--- src/rtl/bus_arbiter_if.sv ---
// Four-master bus bundle between the masters and the arbiter.
// The slave modport is the arbiter's view; master is the masters' view.
interface bus_arbiter_if #(
  parameter int ADDR_W = 30,
  parameter int DATA_W = 32
);
  logic              m0_request_;
  logic              m1_request_;
  logic              m2_request_;
  logic              m3_request_;
  logic              m0_grant_;
  logic              m1_grant_;
  logic              m2_grant_;
  logic              m3_grant_;
  logic [ADDR_W-1:0] m0_address;
  logic [ADDR_W-1:0] m1_address;
  logic [ADDR_W-1:0] m2_address;
  logic [ADDR_W-1:0] m3_address;
  logic              m0_address_strobe_;
  logic              m1_address_strobe_;
  logic              m2_address_strobe_;
  logic              m3_address_strobe_;
  logic              m0_read_write;
  logic              m1_read_write;
  logic              m2_read_write;
  logic              m3_read_write;
  logic [DATA_W-1:0] m0_write_data;
  logic [DATA_W-1:0] m1_write_data;
  logic [DATA_W-1:0] m2_write_data;
  logic [DATA_W-1:0] m3_write_data;
  logic [ADDR_W-1:0] slave_address;
  logic              slave_address_strobe_;
  logic              slave_read_write;
  logic [DATA_W-1:0] slave_write_data;

  modport master (
    output m0_request_, m1_request_,
           m2_request_, m3_request_,
    output m0_address, m1_address,
           m2_address, m3_address,
    output m0_address_strobe_, m1_address_strobe_,
           m2_address_strobe_, m3_address_strobe_,
    output m0_read_write, m1_read_write,
           m2_read_write, m3_read_write,
    output m0_write_data, m1_write_data,
           m2_write_data, m3_write_data,
    input  m0_grant_, m1_grant_,
           m2_grant_, m3_grant_,
    input  slave_address, slave_address_strobe_,
           slave_read_write, slave_write_data
  );

  modport slave (
    input  m0_request_, m1_request_,
           m2_request_, m3_request_,
    input  m0_address, m1_address,
           m2_address, m3_address,
    input  m0_address_strobe_, m1_address_strobe_,
           m2_address_strobe_, m3_address_strobe_,
    input  m0_read_write, m1_read_write,
           m2_read_write, m3_read_write,
    input  m0_write_data, m1_write_data,
           m2_write_data, m3_write_data,
    output m0_grant_, m1_grant_,
           m2_grant_, m3_grant_,
    output slave_address, slave_address_strobe_,
           slave_read_write, slave_write_data
  );
endinterface

--- src/rtl/bus_arbiter.sv ---
// Four-master round-robin bus arbiter with parked grant.
// The owner keeps the bus while it requests; grant and mux follow owner.
module bus_arbiter #(
  parameter int ADDR_W = 30,
  parameter int DATA_W = 32
) (
  input  logic          clock,
  input  logic          reset_,
  bus_arbiter_if.slave  bus
);
  typedef enum logic [1:0] {
    OWN_M0,
    OWN_M1,
    OWN_M2,
    OWN_M3
  } owner_t;

  owner_t            owner;
  owner_t            owner_nxt;
  logic [3:0]        req;
  logic [1:0]        cand;
  logic              found;
  logic [ADDR_W-1:0] addr_mux;
  logic [DATA_W-1:0] data_mux;
  logic              stb_mux;
  logic              rw_mux;

  assign req = ~{bus.m3_request_, bus.m2_request_,
                 bus.m1_request_, bus.m0_request_};

  always_ff @(posedge clock) begin
    if (!reset_) owner <= OWN_M0;
    else         owner <= owner_nxt;
  end

  // Search owner+1..owner+3; nearest requester wins, else stay parked.
  always_comb begin
    owner_nxt = owner;
    found     = 1'b0;
    cand      = 2'd0;
    if (!req[owner]) begin
      for (int k = 1; k < 4; k++) begin
        cand = owner + 2'(k);
        if (!found && req[cand]) begin
          owner_nxt = owner_t'(cand);
          found     = 1'b1;
        end
      end
    end
  end

  always_comb begin
    addr_mux = bus.m0_address;
    data_mux = bus.m0_write_data;
    stb_mux  = bus.m0_address_strobe_;
    rw_mux   = bus.m0_read_write;
    unique case (owner)
      OWN_M0: ;
      OWN_M1: begin
        addr_mux = bus.m1_address;
        data_mux = bus.m1_write_data;
        stb_mux  = bus.m1_address_strobe_;
        rw_mux   = bus.m1_read_write;
      end
      OWN_M2: begin
        addr_mux = bus.m2_address;
        data_mux = bus.m2_write_data;
        stb_mux  = bus.m2_address_strobe_;
        rw_mux   = bus.m2_read_write;
      end
      OWN_M3: begin
        addr_mux = bus.m3_address;
        data_mux = bus.m3_write_data;
        stb_mux  = bus.m3_address_strobe_;
        rw_mux   = bus.m3_read_write;
      end
    endcase
  end

  assign bus.slave_address         = addr_mux;
  assign bus.slave_write_data      = data_mux;
  assign bus.slave_address_strobe_ = stb_mux;
  assign bus.slave_read_write      = rw_mux;

  assign {bus.m3_grant_, bus.m2_grant_,
          bus.m1_grant_, bus.m0_grant_} =
         ~(4'b0001 << owner);
endmodule

--- src/flat_wrapper.sv ---
// flat-port wrapper written by rule: the top's interface ports become plain ports
module bus_arbiter_flat 
#(
  parameter int ADDR_W = 30,
  parameter int DATA_W = 32
)
  (clock, reset_, bus_m0_request_, bus_m1_request_, bus_m2_request_, bus_m3_request_, bus_m0_address, bus_m1_address, bus_m2_address, bus_m3_address, bus_m0_address_strobe_, bus_m1_address_strobe_, bus_m2_address_strobe_, bus_m3_address_strobe_, bus_m0_read_write, bus_m1_read_write, bus_m2_read_write, bus_m3_read_write, bus_m0_write_data, bus_m1_write_data, bus_m2_write_data, bus_m3_write_data, bus_m0_grant_, bus_m1_grant_, bus_m2_grant_, bus_m3_grant_, bus_slave_address, bus_slave_address_strobe_, bus_slave_read_write, bus_slave_write_data);
  bus_arbiter_if #(.ADDR_W(ADDR_W), .DATA_W(DATA_W)) bus_i ();
  input  logic clock;
  input  logic reset_;
  input wire logic [$bits(bus_i.m0_request_)-1:0] bus_m0_request_;
  input wire logic [$bits(bus_i.m1_request_)-1:0] bus_m1_request_;
  input wire logic [$bits(bus_i.m2_request_)-1:0] bus_m2_request_;
  input wire logic [$bits(bus_i.m3_request_)-1:0] bus_m3_request_;
  input wire logic [$bits(bus_i.m0_address)-1:0] bus_m0_address;
  input wire logic [$bits(bus_i.m1_address)-1:0] bus_m1_address;
  input wire logic [$bits(bus_i.m2_address)-1:0] bus_m2_address;
  input wire logic [$bits(bus_i.m3_address)-1:0] bus_m3_address;
  input wire logic [$bits(bus_i.m0_address_strobe_)-1:0] bus_m0_address_strobe_;
  input wire logic [$bits(bus_i.m1_address_strobe_)-1:0] bus_m1_address_strobe_;
  input wire logic [$bits(bus_i.m2_address_strobe_)-1:0] bus_m2_address_strobe_;
  input wire logic [$bits(bus_i.m3_address_strobe_)-1:0] bus_m3_address_strobe_;
  input wire logic [$bits(bus_i.m0_read_write)-1:0] bus_m0_read_write;
  input wire logic [$bits(bus_i.m1_read_write)-1:0] bus_m1_read_write;
  input wire logic [$bits(bus_i.m2_read_write)-1:0] bus_m2_read_write;
  input wire logic [$bits(bus_i.m3_read_write)-1:0] bus_m3_read_write;
  input wire logic [$bits(bus_i.m0_write_data)-1:0] bus_m0_write_data;
  input wire logic [$bits(bus_i.m1_write_data)-1:0] bus_m1_write_data;
  input wire logic [$bits(bus_i.m2_write_data)-1:0] bus_m2_write_data;
  input wire logic [$bits(bus_i.m3_write_data)-1:0] bus_m3_write_data;
  output wire logic [$bits(bus_i.m0_grant_)-1:0] bus_m0_grant_;
  output wire logic [$bits(bus_i.m1_grant_)-1:0] bus_m1_grant_;
  output wire logic [$bits(bus_i.m2_grant_)-1:0] bus_m2_grant_;
  output wire logic [$bits(bus_i.m3_grant_)-1:0] bus_m3_grant_;
  output wire logic [$bits(bus_i.slave_address)-1:0] bus_slave_address;
  output wire logic [$bits(bus_i.slave_address_strobe_)-1:0] bus_slave_address_strobe_;
  output wire logic [$bits(bus_i.slave_read_write)-1:0] bus_slave_read_write;
  output wire logic [$bits(bus_i.slave_write_data)-1:0] bus_slave_write_data;
  assign bus_i.m0_request_ = bus_m0_request_;
  assign bus_i.m1_request_ = bus_m1_request_;
  assign bus_i.m2_request_ = bus_m2_request_;
  assign bus_i.m3_request_ = bus_m3_request_;
  assign bus_i.m0_address = bus_m0_address;
  assign bus_i.m1_address = bus_m1_address;
  assign bus_i.m2_address = bus_m2_address;
  assign bus_i.m3_address = bus_m3_address;
  assign bus_i.m0_address_strobe_ = bus_m0_address_strobe_;
  assign bus_i.m1_address_strobe_ = bus_m1_address_strobe_;
  assign bus_i.m2_address_strobe_ = bus_m2_address_strobe_;
  assign bus_i.m3_address_strobe_ = bus_m3_address_strobe_;
  assign bus_i.m0_read_write = bus_m0_read_write;
  assign bus_i.m1_read_write = bus_m1_read_write;
  assign bus_i.m2_read_write = bus_m2_read_write;
  assign bus_i.m3_read_write = bus_m3_read_write;
  assign bus_i.m0_write_data = bus_m0_write_data;
  assign bus_i.m1_write_data = bus_m1_write_data;
  assign bus_i.m2_write_data = bus_m2_write_data;
  assign bus_i.m3_write_data = bus_m3_write_data;
  assign bus_m0_grant_ = bus_i.m0_grant_;
  assign bus_m1_grant_ = bus_i.m1_grant_;
  assign bus_m2_grant_ = bus_i.m2_grant_;
  assign bus_m3_grant_ = bus_i.m3_grant_;
  assign bus_slave_address = bus_i.slave_address;
  assign bus_slave_address_strobe_ = bus_i.slave_address_strobe_;
  assign bus_slave_read_write = bus_i.slave_read_write;
  assign bus_slave_write_data = bus_i.slave_write_data;
  bus_arbiter #(.ADDR_W(ADDR_W), .DATA_W(DATA_W)) u_core (.clock(clock), .reset_(reset_), .bus(bus_i));
endmodule
--- config.mk ---
export PLATFORM = sky130hd
export DESIGN_NAME = bus_arbiter_flat
export DESIGN_NICKNAME = d
export VERILOG_FILES = /design/src/rtl/bus_arbiter_if.sv /design/src/rtl/bus_arbiter.sv /design/src/flat_wrapper.sv
export SDC_FILE = /design/constraint.sdc
export NUM_CORES = 1
export LEC_CHECK = 0
export CORE_AREA = 2 2 127 129
export DETAILED_ROUTE_END_ITERATION = 8
export DIE_AREA = 0 0 129 131
export GPL_TIMING_DRIVEN = 0
export PLACE_DENSITY = 0.61
export SLEW_MARGIN = 20
export SYNTH_ARGS = -nofsm -noshare
export SYNTH_HDL_FRONTEND = slang
export SYNTH_SLANG_ARGS = --single-unit
--- constraint.sdc ---
create_clock -name clock -period 2.4 [get_ports clock]
set_input_delay 0.24 -clock clock [delete_from_list [all_inputs] [get_ports clock]]
set_output_delay 0.24 -clock clock [all_outputs]
set_load 0.005 [all_outputs]
# Yosys cells after proc, flatten, opt, wreduce, memory -nomap -nowiden
# Cells that the tools add are included.
dict set report totals {
  register_bits 2
  latch_bits 0
  romBits 0
  mem_count 0
  in_bits 262
  out_inout_bits 68
  wordCells 40
  ramBits 0
}
dict set report op_classes {
  mul 0
  eq_ne 3
  magnitude_cmp 4
  n_shift 1
  muxes 19
  add_sub_neg 3
  n_div 0
  bitwise_logic 3
  n_reduce_logical 6
}
# op n
set ops {}
lappend ops {{$pmux W32 S3} 1}
lappend ops {{$pmux W30 S3} 1}
lappend ops {{$lt A2 B3 Y1 const B} 4}
lappend ops {{$bmux W1 S2} 4}
lappend ops {{$mux W1} 8}
lappend ops {{$not A4 Y4} 2}
lappend ops {{$mux W2} 3}
lappend ops {{$pmux W1 S3} 2}
lappend ops {{$add A2 B2 Y2 const B} 2}
lappend ops {{$eq A2 B2 Y1 const B} 2}
lappend ops {{$shl A1 B2 Y4 const A} 1}
lappend ops {{$reduce_bool A3 Y1} 1}
lappend ops {{$add A2 B1 Y2 const B} 1}
lappend ops {{$eq A2 B1 Y1 const B} 1}
lappend ops {{$logic_and A1 B1 Y1} 2}
lappend ops {{$logic_not A1 Y1} 2}
lappend ops {{$reduce_and A2 Y1} 1}
lappend ops {{$not A1 Y1} 1}

# Depth between registers and ports, before layout
dict set report logic_depth {
  depth_word 13
  mapped_depth 8
  depth_no_buf 6
}

# Worst setup path before layout
# OpenSTA, ideal clock, no wires.
dict set report synth_timing {
  kind {register to register}
  from {reg u_core.owner[0]}
  to {reg u_core.owner[1]}
  path_buffers 2
  required_time_ns 2.304
  setup_ns 0.096
  t_arrival_ns 1.839
  synth_period_minus_slack_ns 1.934
  slack_ns 0.466
  stages_incl_launch_ff 9
  cell_sequence {dfxtp_1 -> buf_6 -> inv_1 -> ha_1 -> buf_2 -> mux2i_1 -> mux2i_1 -> o2111a_1 -> o41ai_2}
}
dict set report synth_via {
  elab_chain_len 13
  elab_cells_between_ends 25
  classes_between {add/sub: 3; mux: 15; bitwise: 1; reduce/logical: 6}
}
# item line
set synth_lines {}
lappend synth_lines {{start: declaration} bus_arbiter.sv:18} ;# owner_t owner;
lappend synth_lines {{start signal: assignment} bus_arbiter.sv:33} ;# else owner <= owner_nxt;
lappend synth_lines {{$add A2 B1 Y2} bus_arbiter.sv:43} ;# cand = owner + 2'(k);
lappend synth_lines {{$bmux W1 S2} bus_arbiter.sv:44} ;# if (!found && req[cand]) begin
lappend synth_lines {{$mux W1 (not written as such)} bus_arbiter.sv:44}
lappend synth_lines {{$mux W1} bus_arbiter.sv:44}
lappend synth_lines {{$mux W1} bus_arbiter.sv:41} ;# if (!req[owner]) begin
lappend synth_lines {{$logic_not A1 Y1} bus_arbiter.sv:44}
lappend synth_lines {{$logic_and A1 B1 Y1} bus_arbiter.sv:44}
lappend synth_lines {{$mux W1} bus_arbiter.sv:44}
lappend synth_lines {{$mux W1} bus_arbiter.sv:41}
lappend synth_lines {{$logic_not A1 Y1} bus_arbiter.sv:44}
lappend synth_lines {{$logic_and A1 B1 Y1} bus_arbiter.sv:44}
lappend synth_lines {{$reduce_bool A3 Y1 (no source line)} -}
lappend synth_lines {{$reduce_and A2 Y1 (no source line)} -}
# Parallel ways exist; a longest one is shown, timed or not. The select of a mux whose other input is x is not followed.
# A chain may end at the register's enable or synchronous reset.

# Worst setup path after layout
dict set report layout_timing {
  from {reg u_core.owner[0]}
  to {out bus_slave_write_data[9]}
}
dict set report layout_via {
  elab_chain_len 2
  elab_cells_between_ends 4
  classes_between {eq/ne: 3; mux: 1}
}
# item line
set layout_lines {}
lappend layout_lines {{$eq A2 B2 Y1 / $eq A2 B1 Y1 (equally long branches)} bus_arbiter.sv:57} ;# unique case (owner)
lappend layout_lines {{$pmux W32 S3 (*)} bus_arbiter.sv:57}
lappend layout_lines {{end: declaration} flat_wrapper.sv:38} ;# output wire logic [$bits(bus_i.slave_write_data)-1:0] bus_slave_write_data;
# Mark *: on every way between the ends. The rest lies on a longest branch, timed or not.

==> impl_results.md <==
* Status: completed
* Top flop regs: u_core.owner x2
* Crit Path Category: flip-flop to primary output
* Post-synth ARST share at 0%
* Synth area leader: mux2i_1
* Leakage at approximately 2.8 nW
* Number of buffers created by CTS at 3
* YS warnings at 0
* Setup Skew at about 0.6 ps
* Share of layout cells above drive strength 1 at 10.6%
* Max-cap check violation count at 0
* FF-to-FF End: u_core.owner[1]$_SDFFE_PN0P_
* Per-cell routed wire length at 17.6 um
* Post-route antenna net violation count at 0
* Sequential share of the synthesized area at 1.94%
* # setup viols final at 0
* Top reg by flops: u_core.owner
* Fmax at 430 MHz
* CP Capture Type: primary output
* Most frequent cells in the layout: 264 x clkdlybuf4s50_1, 70 x inv_1, 68 x mux2i_1
* RSZ-0062 raised after global routing: false
* Initial detailed-routing violation count at 338
* EDFF count, synth at 0
* Main area contributors after synthesis: mux2i_1 33%, a222oi_1 31%, inv_1 13%
* Post-Route WL at 14600 um
* Die area at 16900 um^2
* GRT overflow at 0
* Routability cong. at 0.821
* Core area at 15600 um^2
* Area Growth Syn to Fin at 186%
* Leading cell type in the layout, fill and taps excluded: clkdlybuf4s50_1
* Worst slack, placed at -749 ps
* Largest net degree at the start of global routing at 11
* Fin crit share at 96.9%
* Register-to-Register Path Depth at 9
* Total number of H-tree levels at 1
* Final hold viol count at 0
* Crit path from: u_core.owner[0]$_SDFFE_PN0P_
* Reg-to-Reg Start: u_core.owner[0]$_SDFFE_PN0P_
* Vias in the first global route at 3734
* CP Depth at 8
* Synth Cell Area at a little over 2000 um^2
* Final worst slack at 73.4 ps
* Worst Hold Class: input pin to flip-flop
* Top FF cell, synth: dfxtp_1
* Slew Limit Fails at 0
* CP cell instances: buf_6, clkinvlp_4, ha_4, buf_8, clkbuf_8, a222oi_1, mux2i_1, dlygate4sd2_1
* Worst EP arrival at 2090 ps
* Clk sinks at 2
* Final core area utilization at 37.8%
* Flop2flop setup slack at 200 ps
* # rows at 46
* TritonRoute pass-1 iters at 9
* Post-Syn Instances at 273
* Antenna violations before repair at 0
* Port bufs at 327
* Initial Util at about an eighth
* CP Capture Point: bus_slave_write_data[9]
* Final #Nets at 883
* Crit-path max FO at 10
* Crit-path leading delay family: buffers and inverters
* Global-route wire length before repair at 19800 um
* Worst ir drop on vdd at 455 uV
* # IOs at 330
* WP data required at roughly 2200 ps
* Hold_ws at 491 ps
* Tot GR Track Use at between 10 and 15%
* Die Y at ~130 um
* Slew Limit Headroom at 62.0%
* Clock Pin Slew Worst Setup and Hold Paths at 30 ps
* Area share of the largest cell type after synthesis at 33.0%
* Insertion delay to the later sink of the worst-skew pair at 220 ps
* Clk root buf: clkbuf_16
* Final min period at 2330 ps
* Vias at roughly 3800
* Worst setup SP type: flip-flop
* Routed vias/inst at 4.52
* Hpwl dp at 12000 um
* Flops & latches, synth at 2
* Power density over cell area at 647 nW/um^2
* Cts-stage hold buffer count at 0
* Antenna Cells at 0
* Max clock buf depth at 2
* Die W at 129 um
* Crit-path slowest cell: a222oi_1
* CP bufs+invs at 5
* Synth Area per Inst at ~7.6 um^2
* # DRC at 0
* CTS tree: yes
* Cell variety after synth at 26
* Worst-margin pin slew at 570 ps
* Largest register FFs at 2
* Synth Net Count at 540
* Critical path's largest stage delay at 360 ps
## metal layers
| layer | part of all wire, % | vias to the layer above | global-route usage, % |
|---|---|---|---|
| met3 | 9.0 | 14 | 3.34 |
| met2 | 51 | 231 | 28.0 |
| met4 | 0.70 | 0 | 1.34 |
| met1 | 39 | 1740 | 17.7 |
| met5 | 0 | - | 0 |
| li1 | - | 1767 | - |
## worst min-delay path, stage by stage
cell and delay (ps):
buf_2 180, a31oi_1 110, o311a_1 130
## logic make-up after synthesis
group / Yosys count / share of synthesized area (%)
buf+inv: 106 / 20.4
compound gates: 76 / 35.6
simple gates: 12 / 3.27
mux: 72 / 35.7
fa+ha+maj: 5 / 3.03
flops: 2 / 1.94
## where the power goes
group	switching (mW)	leakage [nW]	internal, mW
combinational	1.48	2.75	2.02
sequential	0.0154	0.0172	0.0483
clock	0.0354	0.0370	0.212
## what timing repair did
item,in CTS,in global routing
endpoints found under the setup margin,66,16
gates resized for setup,122,16
buffers inserted,11,1
pin swaps,26,12
## how the worst min path moves through the flow
stage,start,to,depth (start not counted)
2_1_floorplan,reset_,u_core.owner[0]$_SDFFE_PN0P_,1
3_3_place_gp,bus_m3_request_,u_core.owner[1]$_SDFFE_PN0P_,4
3_5_place_dp,bus_m1_request_,u_core.owner[0]$_SDFFE_PN0P_,3
4_1_cts,bus_m1_request_,u_core.owner[0]$_SDFFE_PN0P_,3
5_1_grt,bus_m1_request_,u_core.owner[0]$_SDFFE_PN0P_,3
6_report,bus_m1_request_,u_core.owner[0]$_SDFFE_PN0P_,3
## cells in the mapped netlist (2+ instances only)
cell type  instances
a21oi_1            2
a222oi_1          64
a31oi_1            2
buf_1              7
buf_2             13
clkbuf_1          14
dfxtp_1            2
ha_1               5
inv_1             71
mux2_2             3
mux2i_1           68
nand2_1            2
nand3_1            5
nand4_1            2
o21ai_0            2
## stage by stage
step / setup TNS [ps] / power (mW) / cells / cell area [um^2]
CTS: -184 / 3.87 / 829 / 5890
floorplan: 0 / 1.68 / 273 / 2060
detailed placement: -37430 / 3.52 / 816 / 5610
global route: 0 / 4.08 / 830 / 5900
finish: 0 / 3.81 / 830 / 5900
global placement: -35500 / 3.48 / 816 / 5610
## layout make-up
class | count | area [um^2]
Sequential cell | 2 | 42.5
Fill cell | 1625 | 9700
Inverter | 71 | 270
Timing Repair Buffer | 339 | 3300
Multi-Input combinational cell | 165 | 1630
Clock buffer | 3 | 75.1
Buffer | 34 | 313
Tap cell | 216 | 270
Power figures use the tool's default switching activity.
